$ cat src/rtl/fetch_stage.sv
// ============================================================================
// Module   : fetch_stage
// Brief    : MIPS instruction-fetch stage: PC, icache handshake, IF/ID latch.
// Revision : 1.0 - initial release
// ============================================================================
`default_nettype none

module fetch_stage #(
    parameter logic [31:0] PC_INIT   = 32'h00000000,
    parameter logic [31:0] NOP_INSTR = 32'h00000000
) (
    input  logic        CLK,
    input  logic        nRST,
    input  logic        ihit,
    input  logic [31:0] iload,
    output logic        imemREN,
    output logic [31:0] imemaddr,
    input  logic        stall,
    input  logic        redirect_en,
    input  logic [31:0] redirect_pc,
    input  logic        halt,
    output logic [31:0] ifid_instr,
    output logic [31:0] ifid_npc,
    output logic        ifid_valid,
    output logic        fetch_halted
);

    typedef enum logic [1:0] {
        FETCH  = 2'd0,
        HOLD   = 2'd1,
        HALTED = 2'd2
    } state_t;

    localparam logic [31:0] c_pc_step = 32'd4;

    state_t      r_state, w_state;
    logic [31:0] r_pc, w_pc;
    logic [31:0] r_ifid_instr, w_ifid_instr;
    logic [31:0] r_ifid_npc, w_ifid_npc;
    logic        r_ifid_valid, w_ifid_valid;
    logic [31:0] r_hold_instr, w_hold_instr;
    logic [31:0] r_hold_npc, w_hold_npc;
    logic [31:0] w_pc_plus4;

    assign w_pc_plus4   = r_pc + c_pc_step;
    assign imemaddr     = r_pc;
    assign imemREN      = (r_state == FETCH);
    assign fetch_halted = (r_state == HALTED);
    assign ifid_instr   = r_ifid_instr;
    assign ifid_npc     = r_ifid_npc;
    assign ifid_valid   = r_ifid_valid;

    always_ff @(posedge CLK or negedge nRST) begin
        if (!nRST) begin
            r_state      <= FETCH;
            r_pc         <= PC_INIT;
            r_ifid_instr <= NOP_INSTR;
            r_ifid_npc   <= 32'd0;
            r_ifid_valid <= 1'b0;
            r_hold_instr <= 32'd0;
            r_hold_npc   <= 32'd0;
        end else begin
            r_state      <= w_state;
            r_pc         <= w_pc;
            r_ifid_instr <= w_ifid_instr;
            r_ifid_npc   <= w_ifid_npc;
            r_ifid_valid <= w_ifid_valid;
            r_hold_instr <= w_hold_instr;
            r_hold_npc   <= w_hold_npc;
        end
    end

    // Priority: redirect > halt > stall > ihit. A bubble leaves npc untouched.
    always_comb begin
        w_state      = r_state;
        w_pc         = r_pc;
        w_ifid_instr = r_ifid_instr;
        w_ifid_npc   = r_ifid_npc;
        w_ifid_valid = r_ifid_valid;
        w_hold_instr = r_hold_instr;
        w_hold_npc   = r_hold_npc;

        if (redirect_en) begin
            w_state      = FETCH;
            w_pc         = redirect_pc & ~32'h3;
            w_ifid_instr = NOP_INSTR;
            w_ifid_valid = 1'b0;
            w_hold_instr = 32'd0;
            w_hold_npc   = 32'd0;
        end else if (halt) begin
            w_state = HALTED;
            if (!stall) begin
                w_ifid_instr = NOP_INSTR;
                w_ifid_valid = 1'b0;
            end
        end else begin
            case (r_state)
                FETCH: begin
                    if (stall) begin
                        if (ihit) begin
                            // Park the returned word so it is neither lost nor refetched.
                            w_hold_instr = iload;
                            w_hold_npc   = w_pc_plus4;
                            w_pc         = w_pc_plus4;
                            w_state      = HOLD;
                        end
                    end else if (ihit) begin
                        w_ifid_instr = iload;
                        w_ifid_npc   = w_pc_plus4;
                        w_ifid_valid = 1'b1;
                        w_pc         = w_pc_plus4;
                    end else begin
                        w_ifid_instr = NOP_INSTR;
                        w_ifid_valid = 1'b0;
                    end
                end
                HOLD: begin
                    if (!stall) begin
                        w_ifid_instr = r_hold_instr;
                        w_ifid_npc   = r_hold_npc;
                        w_ifid_valid = 1'b1;
                        w_state      = FETCH;
                    end
                end
                HALTED: begin
                    if (!stall) begin
                        w_ifid_instr = NOP_INSTR;
                        w_ifid_valid = 1'b0;
                    end
                end
                default: begin
                    w_state = FETCH;
                end
            endcase
        end
    end

endmodule

`default_nettype wire

$ cat config.mk
export PLATFORM = sky130hd
export DESIGN_NAME = fetch_stage
export DESIGN_NICKNAME = d
export VERILOG_FILES = /design/src/rtl/fetch_stage.sv
export SDC_FILE = /design/constraint.sdc
export NUM_CORES = 1
export LEC_CHECK = 0
export BUFFER_PORTS_ARGS = -buffer_cell sky130_fd_sc_hd__buf_2
export CAP_MARGIN = 10
export CORE_ASPECT_RATIO = 2
export CORE_MARGIN = 2
export CORE_UTILIZATION = 35
export DETAILED_ROUTE_END_ITERATION = 16
export SYNTH_ARGS = -nofsm -noshare
export SYNTH_HDL_FRONTEND = slang
export SYNTH_SLANG_ARGS = --single-unit
$ cat constraint.sdc
create_clock -name CLK -period 2.3 [get_ports CLK]
set_input_delay 0.115 -clock CLK [delete_from_list [all_inputs] [get_ports CLK]]
set_output_delay 0.115 -clock CLK [all_outputs]
set_load 0.05 [all_outputs]
==> impl_summary.md <==
Status
The run finished with clean final reports.

Routing
Dividing the detail-routed wire length by the instance count gives 17.9 microns. After detailed routing, the number of vias per cell comes to 5.16. The count of antenna-violating nets left after detailed routing is 0. The total wirelength of the detailed-routed design is 24900 microns.

The violation count after the first detailed-route iteration is 480. The number of search-and-repair iterations in the first detailed-routing pass is 5. Summing over every cut layer, the via total after detailed routing is 7191. For this run, design rule violations remaining after detail routing come to 0.

Timing
The minimum period implied by the final worst setup slack is 2140 ps. Hold is met by 63.7 ps. The final number of max-transition violations came to 0.

On the final layout, the worst clock skew is 8.09 ps. Setup repair after global routing left no endpoint under its margin. For the final routed database, the setup TNS stands at 0 ps.

Timing would allow up to 467 MHz. The max-slew headroom at the worst pin is 0.415. The final worst-path cycle share is 0.931.

The number of hold-slack violations in the final timing report is 0. The worst path setup slack after routing is 159 ps. Setup violations remaining at the end of the flow were counted as 0.

For the pin with the worst max-slew slack, the measured transition is 868 ps.

Finish
Measured on the finished design, the core utilization comes to 0.471. In the layout the commonest cells are 162 x buf_2, 150 x nand2_1, 147 x dfrtp_1, 122 x o21ai_0, 64 x dlygate4sd3_1. The number of diodes is 0. With fillers left out, the area of the finished cells amounts to 10700 sq um. The share of post-route cells with drive strength above 1 is 0.254. The library cell used most frequently in the layout, excluding fill and tap cells, is buf_2. The area growth from synthesis to layout is 32.8%.

After the last flow step, the layout net total stands at 1176.

Flow run
Max-cap violations in this run came to 0.

Power and ir drop
The analysis attributes to net switching a power of 2980 uW. Cell internal power was estimated by the tool at 5580 uW. Of the total power, the share spent switching nets is 0.348.

The power share of the combinational group is 0.258. For this design the ratio of total power to cell area is 802 nW/um^2. The share of total power dissipated in the clock network is 0.350. The maximum ir drop on the vdd rail is 0.553 mV.

Of the total power, registers draw 0.392. The leakage power figure is 0.00472 uW.

Logic synthesis
The fraction of the mapped netlist area in adder cells is 0.00780. The combinational family with the most area after synthesis is simple AND/OR/NAND/NOR gates. After synthesis, the share of flip-flops with an asynchronous set or reset is 1.00.

The number of enable flip-flop cells after synthesis is 0. After synthesis, the netlist uses 62 different library cells. The synthesized netlist occupies a cell area of 8030 sq um. The total number of yosys warnings is 0.

For this run, the register share of the synthesized area comes to 0.496. After technology mapping, the gate count stands at 877. The proportion of synthesized area in mux cells is 0.00920.

The average instance in the mapped netlist occupies 9.15 sq um. The dominant synthesized flop cell is dfrtp_1. The flip-flop and latch count after synthesis is 159. The area fraction in compound gates after synthesis is 0.191. Of the total synthesized cell area, the portion taken by AND, OR, NAND and NOR gates is 0.202. Of the total synthesized cell area, the portion taken by XOR and XNOR cells is 0.0491.

CTS
CTS built an H-tree with a depth of 4. Gates resized during post-CTS repair numbered 0. TritonCTS built the clock tree. The number of clock buffers added by TritonCTS is 17. After clock tree synthesis, the clock-pin slew on the worst setup and hold paths is 60 ps. The insertion delay of the later-clocked pin in the worst-skew pair is 450 ps. In this run the clock root is driven by a clkbuf_16.

Buffers added to address setup during post-CTS repair amount to 0. Hold repair after CTS inserted 64 buffers. The number of sinks on the clock net is 159. In this run the deepest clock path goes through 2 buffers.

Die
The area of the die is 24200 sq um. After floorplanning, the core was divided into 78 placement rows. The die is 218 microns tall. After floorplanning, the core was sized to cover 22600 sq um. For this configuration, the core starts out at a cell density of 0.354.

Pin placement for this block handled 169 I/O pins. The die is 111 microns wide.

Global routing
The wire length of the first global-routing pass is 39600 microns. Summed over all layers, the global routing overflow is 0. The global-route usage over all layers is 0.211.

The initial antenna violation count is 0. The via count of the first global-routing pass came to 7181. The pin count of the biggest net entering global routing is 66.

Critical path
The count of buffering cells on the critical path with inverters included is 1. The maximum fanout along the worst path is 20. Grouping stages by cell kind, the critical path spends the most delay in simple AND/OR/NAND/NOR gates.

The critical path's largest stage delay is 460 ps. The signal on the critical path passes through inv_1 > ha_4 > nand2_1 > or2_2 > nor4_1 > xnor2_1 > o21ai_0. The critical path is of the reg2reg type. At the worst endpoint, the required time is 2610 ps. The data arrival time of the critical path is 2450 ps. The slowest cell on the critical path is or2_2.

The type of element launching the critical path is a register. The worst setup path is captured at a register.

Placement
Summing all placed instances gives a cell area of 9400 sq um. The count of input and output buffers is 164. Prior to clock tree synthesis, the placed netlist has a worst setup slack of 178 ps. Detailed placement finished with a half-perimeter wire length of 18100 microns. The congestion estimate from routability-driven global placement came to 0.829.

Hold path
The class of the most critical hold timing path is in2reg.
[cell type report]
cell class                 count  area [sq um]
timing repair buffer         278          1910
sequential                   159          3990
clock buffer                  22           484
clock inverter                 9           133
tap                          280           350
multi-input combinational    637          3760
fill                        2184         12000
inverter                       8          30.0
[synth_stat cells (3+ instances only)]
cell type / instances / area, sq um
dfrtp_1: 159 / 3980
nand2_1: 150 / 563
o21ai_0: 122 / 611
clkbuf_1: 52 / 195
nand2b_1: 39 / 244
a21oi_1: 38 / 190
xnor2_1: 34 / 298
nor2_1: 25 / 93.8
nor2b_1: 20 / 125
o2bb2ai_1: 20 / 175
nor3_1: 19 / 95.1
nand3_1: 17 / 85.1
a22oi_1: 13 / 97.6
nand4_1: 13 / 81.3
o31ai_1: 13 / 97.6
nor4_1: 11 / 68.8
xor2_1: 11 / 96.3
buf_2: 10 / 50.1
inv_1: 8 / 30.0
o22ai_1: 8 / 50.1
and3_1: 6 / 37.5
buf_1: 5 / 18.8
ha_1: 5 / 62.6
or3_1: 5 / 31.3
and2_1: 4 / 25.0
and4_1: 4 / 35.0
buf_4: 4 / 30.0
mux2i_1: 4 / 40.0
o21bai_1: 4 / 30.0
a21o_1: 3 / 22.5
a221o_1: 3 / 30.0
buf_6: 3 / 33.8
mux2_2: 3 / 33.8
o21a_1: 3 / 22.5
o31a_1: 3 / 26.3
or2_2: 3 / 18.8
[metrics by stage]
step	power (uW)	std cells
after CTS	8650	1393
after global routing	8910	1393
final	8550	1393
after global placement	5520	1298
after detailed placement	5550	1298
after floorplan	4810	878
[cell families after synthesis]
family	Yosys count
muxes	7
adders and majority gates	5
DFF	159
xor gates and xnor gates	45
other	1
AOI/OAI and AO/OA	250
and+or+nand+nor	328
buffers and inverters	82
[metal layers]
layer / GRT usage / up-vias / routed length (microns)
li1: - / 3515 / -
met3: 0.0291 / 41 / 695
met2: 0.393 / 171 / 13600
met4: 0.114 / 0 / 992
met1: 0.231 / 3464 / 9580
met5: 0 / - / 0
[state kept, by name, indices dropped and copies added, names as in the netlist]
| register | count |
|---|---|
| imemaddr | 30 |
| ifid_valid | 1 |
| ifid_instr | 32 |
| r_hold_npc | 31 |
| ifid_npc | 31 |
| r_hold_instr | 32 |
| r_state | 2 |
[worst register-to-register path, delay by kind of cell, from the launching register on]
| kind | cells | cell delay, ps |
|---|---|---|
| AOI/OAI and AO/OA | 1 | 90 |
| xor gates and xnor gates | 1 | 160 |
| adders and majority gates | 1 | 230 |
| buffers and inverters | 1 | 150 |
| DFF | 1 | 410 |
| and+or+nand+nor | 3 | 980 |
[final timing paths]
kind | from | to | slack (ps) | cells past startpoint
worst max-delay path | r_state[0] | imemaddr[17] | 160 | 7
min in group asynchronous | nRST | imemaddr[8] | 180 | 2
max in group asynchronous | nRST | imemaddr[19] | 1370 | 3
worst min register to register | r_hold_npc[27] | r_hold_npc[27] | 470 | 2
worst max register to register | r_state[0] | imemaddr[17] | 160 | 7
worst min-delay path | redirect_en | imemaddr[22] | 60 | 3
[power by group through the flow]
stage | combinational [uW] | clock (uW) | sequential, uW
3_3_place_gp | 2130 | 0 | 3390
3_5_place_dp | 2140 | 0 | 3410
4_1_cts | 2230 | 3060 | 3360
5_1_grt | 2370 | 3150 | 3400
6_report | 2210 | 2990 | 3360
2_1_floorplan | 672 | 0 | 4140
(Power assumes the default switching activity.)
